File: config.mk
export PLATFORM = sky130hd
export DESIGN_NAME = edge_event_arbiter_flat
export DESIGN_NICKNAME = d
export VERILOG_FILES = /design/src/rtl/edge_event_arbiter_pkg.sv /design/src/rtl/edge_event_arbiter_if.sv /design/src/rtl/edge_capture.sv /design/src/rtl/edge_event_arbiter.sv /design/src/flat_wrapper.sv
export SDC_FILE = /design/constraint.sdc
export NUM_CORES = 1
export LEC_CHECK = 0
export CAP_MARGIN = 20
export CORE_MARGIN = 4
export CORE_UTILIZATION = 44
export CTS_BUF_LIST = sky130_fd_sc_hd__clkbuf_4 sky130_fd_sc_hd__clkbuf_8
export DETAILED_ROUTE_END_ITERATION = 6
export GPL_TIMING_DRIVEN = 0
export PLACE_DENSITY_LB_ADDON = 0.05
export SETUP_SLACK_MARGIN = 0.05
export SYNTH_ARGS = -nofsm -noshare
export SYNTH_HDL_FRONTEND = slang
export SYNTH_SLANG_ARGS = --single-unit
export TNS_END_PERCENT = 50
File: constraint.sdc
create_clock -name CLK -period 1.7 [get_ports CLK]
set_input_delay 0.34 -clock CLK [delete_from_list [all_inputs] [get_ports CLK]]
set_output_delay 0.34 -clock CLK [all_outputs]
set_load 0.01 [all_outputs]
File: src/rtl/edge_event_arbiter_pkg.sv
// Shared types and helpers for the edge event arbiter.
package edge_event_arbiter_pkg;

  localparam int NREQ_DEFAULT = 4;

  typedef enum logic {
    ST_IDLE  = 1'b0,
    ST_OFFER = 1'b1
  } arb_state_e;

  function automatic int id_width(input int n);
    return $clog2(n);
  endfunction

endpackage

File: src/rtl/edge_event_arbiter_if.sv
// Valid/ready event channel between the arbiter and its consumer.
interface edge_event_arbiter_if
  import edge_event_arbiter_pkg::*;
#(
  parameter int NREQ = NREQ_DEFAULT
);

  logic                      evt_valid;
  logic                      evt_ready;
  logic [id_width(NREQ)-1:0] evt_id;
  logic                      evt_pol;

  modport master (output evt_valid, output evt_id, output evt_pol, input evt_ready);
  modport slave  (input evt_valid, input evt_id, input evt_pol, output evt_ready);

endinterface

File: src/rtl/edge_capture.sv
// Per-channel edge detection with armed gating, pending/polarity storage and
// sticky overflow for edges that arrive while a channel is still pending.
module edge_capture
  import edge_event_arbiter_pkg::*;
#(
  parameter int NREQ = NREQ_DEFAULT,
  parameter int IDW  = id_width(NREQ)
) (
  input  logic            CLK,
  input  logic            nRST,
  input  logic [NREQ-1:0] signal,
  input  logic [NREQ-1:0] pos_en,
  input  logic [NREQ-1:0] neg_en,
  input  logic            clr_ovf,
  input  logic            accept,
  input  logic [IDW-1:0]  accept_id,
  output logic [NREQ-1:0] pending,
  output logic [NREQ-1:0] pol,
  output logic [NREQ-1:0] overflow
);

  logic [NREQ-1:0] signal_r;
  logic            armed;
  logic [NREQ-1:0] edge_det;
  logic [NREQ-1:0] cap;
  logic [NREQ-1:0] acc_vec;
  logic [NREQ-1:0] take;
  logic [NREQ-1:0] drop;

  assign edge_det = armed ? (signal ^ signal_r) : '0;
  assign cap      = edge_det & ((signal & pos_en) | (~signal & neg_en));
  assign acc_vec  = accept ? (NREQ'(1) << accept_id) : '0;
  // A channel being accepted this cycle is free to take a new edge.
  assign take     = cap & (~pending | acc_vec);
  assign drop     = cap & pending & ~acc_vec;

  always_ff @(posedge CLK or negedge nRST) begin
    if (!nRST) begin
      signal_r <= '0;
      armed    <= 1'b0;
      pending  <= '0;
      pol      <= '0;
      overflow <= '0;
    end else begin
      signal_r <= signal;
      armed    <= 1'b1;
      pending  <= take | (pending & ~acc_vec);
      pol      <= (pol & ~take) | (signal & take);
      overflow <= drop | (clr_ovf ? '0 : overflow);
    end
  end

endmodule

File: src/rtl/edge_event_arbiter.sv
// Round-robin arbiter offering captured edge events over a valid/ready channel.
//   state | meaning
//   IDLE  | no event offered; picks next pending channel after last_grant
//   OFFER | evt_valid high, evt_id/evt_pol held until handshake
module edge_event_arbiter
  import edge_event_arbiter_pkg::*;
#(
  parameter int NREQ = NREQ_DEFAULT
) (
  input  logic                 CLK,
  input  logic                 nRST,
  input  logic [NREQ-1:0]      signal,
  input  logic [NREQ-1:0]      pos_en,
  input  logic [NREQ-1:0]      neg_en,
  input  logic                 clr_ovf,
  output logic [NREQ-1:0]      pending,
  output logic [NREQ-1:0]      overflow,
  edge_event_arbiter_if.master evt
);

  localparam int         IDW   = id_width(NREQ);
  localparam logic [0:0] IDLE  = 1'(ST_IDLE);
  localparam logic [0:0] OFFER = 1'(ST_OFFER);

  logic [0:0]      state;
  logic [IDW-1:0]  last_grant;
  logic [IDW-1:0]  id_r;
  logic            pol_r;
  logic [IDW-1:0]  sel;
  logic            found;
  logic [NREQ-1:0] pol;
  logic            accept;

  assign evt.evt_valid = (state == OFFER);
  assign evt.evt_id    = id_r;
  assign evt.evt_pol   = pol_r;
  assign accept        = (state == OFFER) & evt.evt_ready;

  edge_capture #(.NREQ(NREQ), .IDW(IDW)) u_capture (
    .CLK       (CLK),
    .nRST      (nRST),
    .signal    (signal),
    .pos_en    (pos_en),
    .neg_en    (neg_en),
    .clr_ovf   (clr_ovf),
    .accept    (accept),
    .accept_id (id_r),
    .pending   (pending),
    .pol       (pol),
    .overflow  (overflow)
  );

  // Search starts one past the last grant; k = NREQ lands back on last_grant.
  always_comb begin
    found = 1'b0;
    sel   = '0;
    for (int k = 1; k <= NREQ; k++) begin
      if (!found && pending[(int'(last_grant) + k) % NREQ]) begin
        found = 1'b1;
        sel   = IDW'((int'(last_grant) + k) % NREQ);
      end
    end
  end

  always_ff @(posedge CLK or negedge nRST) begin
    if (!nRST) begin
      state      <= IDLE;
      id_r       <= '0;
      pol_r      <= 1'b0;
      last_grant <= IDW'(NREQ - 1);
    end else begin
      case (state)
        IDLE: begin
          if (found) begin
            id_r  <= sel;
            pol_r <= pol[sel];
            state <= OFFER;
          end
        end
        default: begin
          if (evt.evt_ready) begin
            last_grant <= id_r;
            state      <= IDLE;
          end
        end
      endcase
    end
  end

endmodule

File: src/flat_wrapper.sv
// flat-port wrapper written by rule: the top's interface ports become plain ports
module edge_event_arbiter_flat import edge_event_arbiter_pkg::*;
#(
  parameter int NREQ = NREQ_DEFAULT
)
  (CLK, nRST, signal, pos_en, neg_en, clr_ovf, pending, overflow, evt_evt_valid, evt_evt_id, evt_evt_pol, evt_evt_ready);
  edge_event_arbiter_if #(.NREQ(NREQ)) evt_i ();
  input  logic CLK;
  input  logic nRST;
  input  logic [NREQ-1:0] signal;
  input  logic [NREQ-1:0] pos_en;
  input  logic [NREQ-1:0] neg_en;
  input  logic clr_ovf;
  output logic [NREQ-1:0] pending;
  output logic [NREQ-1:0] overflow;
  output wire logic [$bits(evt_i.evt_valid)-1:0] evt_evt_valid;
  output wire logic [$bits(evt_i.evt_id)-1:0] evt_evt_id;
  output wire logic [$bits(evt_i.evt_pol)-1:0] evt_evt_pol;
  input wire logic [$bits(evt_i.evt_ready)-1:0] evt_evt_ready;
  assign evt_evt_valid = evt_i.evt_valid;
  assign evt_evt_id = evt_i.evt_id;
  assign evt_evt_pol = evt_i.evt_pol;
  assign evt_i.evt_ready = evt_evt_ready;
  edge_event_arbiter #(.NREQ(NREQ)) u_core (.CLK(CLK), .nRST(nRST), .signal(signal), .pos_en(pos_en), .neg_en(neg_en), .clr_ovf(clr_ovf), .pending(pending), .overflow(overflow), .evt(evt_i));
endmodule
# After elaboration in Yosys (flattened, before gate mapping)
# Cells that the tools add are included.
dict set report op_classes {
  bitwise_logic 25
  addsub 4
  multipliers 0
  muxes 28
  n_reduce_logical 12
  div 0
  magnitude_cmp 5
  shifts 1
  n_eq_ne 0
}
# operator count
set op_table {}
lappend op_table {{$and A4 B4 Y4} 9}
lappend op_table {{$or A4 B4 Y4} 5}
lappend op_table {{$lt A3 B4 Y1 const B} 4}
lappend op_table {{$mux W1} 16}
lappend op_table {{$not A4 Y4} 4}
lappend op_table {{$mux W4} 3}
lappend op_table {{$bmux W1 S2} 5}
lappend op_table {{$mux W2} 4}
lappend op_table {{$reduce_or A2 Y1} 4}
lappend op_table {{$add A2 B1 Y2 const B} 2}
lappend op_table {{$add A2 B2 Y2 const B} 2}
lappend op_table {{$and A1 B1 Y1 const A} 4}
lappend op_table {{$reduce_and A2 Y1} 2}
lappend op_table {{$shl A1 B2 Y4 const A} 1}
lappend op_table {{$xor A4 B4 Y4} 1}
lappend op_table {{$logic_and A1 B1 Y1} 3}
lappend op_table {{$logic_not A1 Y1} 3}
lappend op_table {{$lt A2 B3 Y1 const B} 1}
lappend op_table {{$and A1 B1 Y1} 1}
lappend op_table {{$not A1 Y1} 1}
dict set report word_totals {
  n_memories 0
  latchBits 0
  mem_bits_ro 0
  reg_bits 23
  mem_bits_rw 0
  elab_cells 84
  out_inout_bits 12
}

# Depth between registers and ports, before layout
dict set report depth {
  depth_word 18
  depth_mapped 5
  mapped_depth_nobuf 5
}

# By module
# From an unflattened synthesis, not the netlist that was laid out.
dict set report hier_totals {
  hier_cells 99
  hier_area_um2 1096.1
}
# mod seq_area_each_um2 area_each_um2 instances cells_each
set by_module_without_submodules {}
lappend by_module_without_submodules {edge_capture 425.4 726.9 1 59}
lappend by_module_without_submodules {edge_event_arbiter 152.6 369.1 1 40}

# Worst setup path after synthesis
# Ideal clock, no wire load.
dict set report synth_path {
  kind {reg-to-reg}
  from {reg u_core.last_grant[1]}
  to {reg u_core.pol_r (netlist: u_core.evt.evt_pol)}
  path_stages_with_launch 6
  t_arrival_ns 1.591
  required_time_ns 1.574
  setup_slack_ns -0.017
  cell_sequence {dfstp_2 mux2i_1 o22ai_1 a21oi_2 mux2_4 a221o_1}
}
dict set report synth_via {
  elab_chain_cells 16
}
# item line
set synth_rtl {}
lappend synth_rtl {{start, declared} edge_event_arbiter.sv:26} ;# logic [IDW-1:0] last_grant;
lappend synth_rtl {{start signal, assigned} edge_event_arbiter.sv:70} ;# last_grant <= IDW'(NREQ - 1);
lappend synth_rtl {{start signal, assigned} edge_event_arbiter.sv:82} ;# last_grant <= id_r;
lappend synth_rtl {{$add A2 B1 Y2} {edge_event_arbiter.sv:58, edge_event_arbiter.sv:60}}
lappend synth_rtl {{$bmux W1 S2} edge_event_arbiter.sv:58} ;# if (!found && pending[(int'(last_grant) + k) % NREQ]) begin
lappend synth_rtl {{$mux W1 (not written as such) (2 in a row)} edge_event_arbiter.sv:58}
lappend synth_rtl {{$mux W1} edge_event_arbiter.sv:58}
lappend synth_rtl {{$logic_not A1 Y1} edge_event_arbiter.sv:58}
lappend synth_rtl {{$logic_and A1 B1 Y1} edge_event_arbiter.sv:58}
lappend synth_rtl {{$mux W1} edge_event_arbiter.sv:58}
lappend synth_rtl {{$logic_not A1 Y1} edge_event_arbiter.sv:58}
lappend synth_rtl {{$logic_and A1 B1 Y1} edge_event_arbiter.sv:58}
lappend synth_rtl {{$mux W1} edge_event_arbiter.sv:58}
lappend synth_rtl {{$logic_not A1 Y1} edge_event_arbiter.sv:58}
lappend synth_rtl {{$logic_and A1 B1 Y1} edge_event_arbiter.sv:58}
lappend synth_rtl {{$mux W2} edge_event_arbiter.sv:58}
lappend synth_rtl {{$bmux W1 S2} edge_event_arbiter.sv:76} ;# pol_r <= pol[sel];
lappend synth_rtl {{$mux W1 (not written as such)} edge_event_arbiter.sv:76}
lappend synth_rtl {{end signal, assigned} edge_event_arbiter.sv:76}
lappend synth_rtl {{end, declared} edge_event_arbiter.sv:28} ;# logic pol_r;
# Parallel ways exist; a longest one is shown, timed or not. The select of a mux whose other input is x is not followed.
# A chain may end at the register's enable or synchronous reset.

# Final worst setup path
# Same ends and word-level chain as after synthesis.

==> results.md <==
Clock network
• **Clk Latency, worst-skew pair** 0.30 ns
• **CTS H-tree depth** 1
• **CTS clock-pin slew for the worst setup and hold paths** 0.12 ns
• **TritonCTS clock tree** built
• **clock root cell** sky130_fd_sc_hd__clkbuf_4
• **number of buffers between clock root and the deepest sink** 2
• **clock sink count** 23
• **number of buffers inserted during clock tree synthesis** 3

Worst setup path
• **depth of the worst register-to-register path** 5
• **category of the critical setup timing path** flip-flop to flip-flop
• **CP Data Required Time** 1.90 ns
• **R2R setup slack** -0.07 ns
• **highest-delay cell along the critical path** sky130_fd_sc_hd__dfstp_2
• **Critical Path Source Type** flip-flop
• **cell chain of the critical path** mux2i_1, o22ai_1, a21oi_2, mux2_4, a221o_1
• **maximum fanout count along the critical path** 6
• **CP delay by family, top** flip-flops
• **worst path buffer plus inverter count** 0
• **endpoint of the most critical register-to-register path** u_core.evt.evt_pol
• **Worst path max stage delay** 0.60 ns
• **critical path endpoint category** flip-flop
• **Arr. time, crit path** 1.97 ns
• **worst flop-to-flop path startpoint** u_core.last_grant[1]

Route
• **routed via count** 832
• **1st-pass router iterations** 4
• **average wire per cell in the routed design** 13.3 µm
• **initial DRC count** 13
• **number of remaining DRC errors** 0
• **final wirelength** 2150 µm
• **number of vias per cell** 5.14
• **Detail Route Antenna Nets** 0

Finish
• **layout cells sized above 1** 0.179
• **most common cell after layout, fill and taps aside** sky130_fd_sc_hd__clkdlybuf4s50_1
• **leading cell types in the layout, fill and taps excluded** sky130_fd_sc_hd__clkdlybuf4s50_1 (21), sky130_fd_sc_hd__dfrtp_1 (20), sky130_fd_sc_hd__nand2_1 (18)
• **fillcell total** 198
• **number of nets in the finished design** 151
• **Area growth syn-to-layout** 38.2%
• **antenna diode instance count** 0

Floorplanning
• **Site Rows** 17
• **die boundary height** 56.2 µm
• **initial standard-cell utilization of the core** 0.462
• **horizontal extent of the die** 56.2 µm
• **Top-Level Pins** 28
• **die footprint** 3160 µm²
• **Core ar.** 2210 µm²

Pwr
• **IR Drop Worst-Case VDD** 0.000901 V
• **areal power density over the cells** 1470 nW/µm²
• **sum of internal, switching and leakage power** 2070 µW
• **reported leakage power** 0.000628 µW

Placement
• **Post-Place Setup Slack** -0.226 ns
• **detailed-placement wirelength estimate** 1700 µm
• **Port Buf Inserts** 27
• **routability congestion estimate from global placement** 0.759

STA
• **Final Hold Fails** 0
• **worst clock skew** 0.00502 ns
• **Final Worst Setup Slack** -0.0729 ns
• **part of the cycle the worst path needs** 1.04
• **Setup TNS Final** -0.0729 ns
• **unrepaired setup endpoints after global routing** yes
• **number of setup violations in the final report** 1
• **worst hold slack** 0.202 ns
• **post-layout minimum cycle time** 1.77 ns
• **number of max-slew violations in the final report** 0
• **achievable frequency** 0.564 GHz

Outcome
• **status** finished, violations left
• **violations in the final reports** negative setup slack

GRT
• **initial antenna violation count** 0
• **GR Overflow Total** 0
• **pin count of the biggest net entering global routing** 24
• **global-route wire length before repair** 3620 µm
• **total routing usage reported by global routing** 0.145
• **vias in the first global route** 811

Yosys
• **compound-gate portion of the synthesized area** 0.120
• **mux share of post-synthesis cell area** 0.0881
• **simple-gate area share of the yosys netlist** 0.196
• **synthesized area per cell** 10.3 µm²
• **Synthesized Nets** 115
• **synthesized flop and latch total** 23
• **synth unique cells** 26
• **post-synthesis sequential area ratio** 0.565
• **share of the synthesized netlist area taken by xor and xnor gates** 0
• **area share of fa/ha/maj cells after synthesis** 0
• **Mapped Cells** 99
• **area of the mapped netlist** 1020 µm²
• **number of warnings printed during yosys synthesis** 0
• **largest family of logic cells by synthesized area** simple AND/OR/NAND/NOR gates

Flow run
• **count of max-cap constraint violations** 0

Min path
• **Hold Crit Class** input pin to asynchronous set/reset pin

-- timing repair --
action	4_1_cts	5_1_grt
hold buffers	0	0
endpoints found under the setup margin	7	5
gates resized for setup	6	4
setup buffers	3	0
cloned	0	0
-- Yosys cell counts --
library cell | number | area share
sky130_fd_sc_hd__a21o_1 | 1 | 0.0073
sky130_fd_sc_hd__a21oi_1 | 3 | 0.015
sky130_fd_sc_hd__a21oi_2 | 1 | 0.0086
sky130_fd_sc_hd__a221o_1 | 1 | 0.0098
sky130_fd_sc_hd__and2b_2 | 1 | 0.0086
sky130_fd_sc_hd__and3b_2 | 1 | 0.0098
sky130_fd_sc_hd__buf_2 | 1 | 0.0049
sky130_fd_sc_hd__conb_1 | 1 | 0.0037
sky130_fd_sc_hd__dfrtp_1 | 21 | 0.51
sky130_fd_sc_hd__dfstp_2 | 2 | 0.051
sky130_fd_sc_hd__inv_1 | 6 | 0.022
sky130_fd_sc_hd__mux2_2 | 4 | 0.044
sky130_fd_sc_hd__mux2_4 | 1 | 0.015
sky130_fd_sc_hd__mux2i_1 | 3 | 0.029
sky130_fd_sc_hd__nand2_1 | 18 | 0.066
sky130_fd_sc_hd__nand2b_1 | 1 | 0.0061
sky130_fd_sc_hd__nand3_1 | 7 | 0.034
sky130_fd_sc_hd__nand3b_1 | 4 | 0.029
sky130_fd_sc_hd__nand4_1 | 1 | 0.0061
sky130_fd_sc_hd__nor2_1 | 3 | 0.011
sky130_fd_sc_hd__nor2b_1 | 1 | 0.0061
sky130_fd_sc_hd__nor4_1 | 1 | 0.0061
sky130_fd_sc_hd__o21ai_0 | 7 | 0.034
sky130_fd_sc_hd__o22ai_1 | 5 | 0.031
sky130_fd_sc_hd__o31ai_1 | 2 | 0.015
sky130_fd_sc_hd__or2_2 | 2 | 0.012
-- metrics by stage --
step | util | instance area, µm² | instances
5_1_grt | 0.639 | 1410 | 162
4_1_cts | 0.622 | 1380 | 161
2_1_floorplan | - | 1020 | 99
3_3_place_gp | 0.600 | 1330 | 154
3_5_place_dp | 0.600 | 1330 | 154
6_report | 0.639 | 1410 | 162
-- worst reg2reg max path: cells and delay by family, from the launching register on --
kind | cells | cell delay [ns]
AOI/OAI and AO/OA | 3 | 0.56
DFF | 1 | 0.60
muxes | 2 | 0.51
-- how the worst max path moves through the flow --
stage	startpoint	to	depth (start not counted)
global placement	evt_evt_ready	flip-flop	5
CTS	u_core.last_grant[1]	u_core.evt.evt_pol	5
detailed placement	evt_evt_ready	flip-flop	5
finish	u_core.last_grant[1]	u_core.evt.evt_pol	5
global route	u_core.last_grant[1]	u_core.evt.evt_pol	5
floorplan	u_core.last_grant[1]	u_core.evt.evt_pol	5
-- cells by family (layout without fill, tap and decap cells) --
| kind of cell | after synthesis | after routing |
|---|---|---|
| flops | 23 | 23 |
| buf+inv | 7 | 42 |
| simple gates | 40 | 40 |
| compound gates | 20 | 20 |
| mux | 8 | 8 |
| other cells | 1 | 1 |
-- power breakdown --
group | switching [µW] | total [µW] | internal (µW)
Sequential | 191 | 932 | 741
Clock | 154 | 261 | 107
Combinational | 388 | 878 | 490
-- area by class of cell --
type	count	area (µm²)	share of cell area
clock buffer	4	30.0	0.0213
buffer	1	5.00	0.00354
timing repair buffer	31	314	0.222
tap	28	35.0	0.0248
multi-input combinational	69	427	0.302
inverter	6	22.5	0.0159
sequential	23	579	0.410
-- per-layer routing --
layer	up-vias	wire, µm	track usage
met3	4	97	0.0348
met2	17	1110	0.239
met1	396	918	0.186
li1	415	-	-
met4	0	24	0.0508
met5	-	0	0
(Power assumes the default switching activity.)
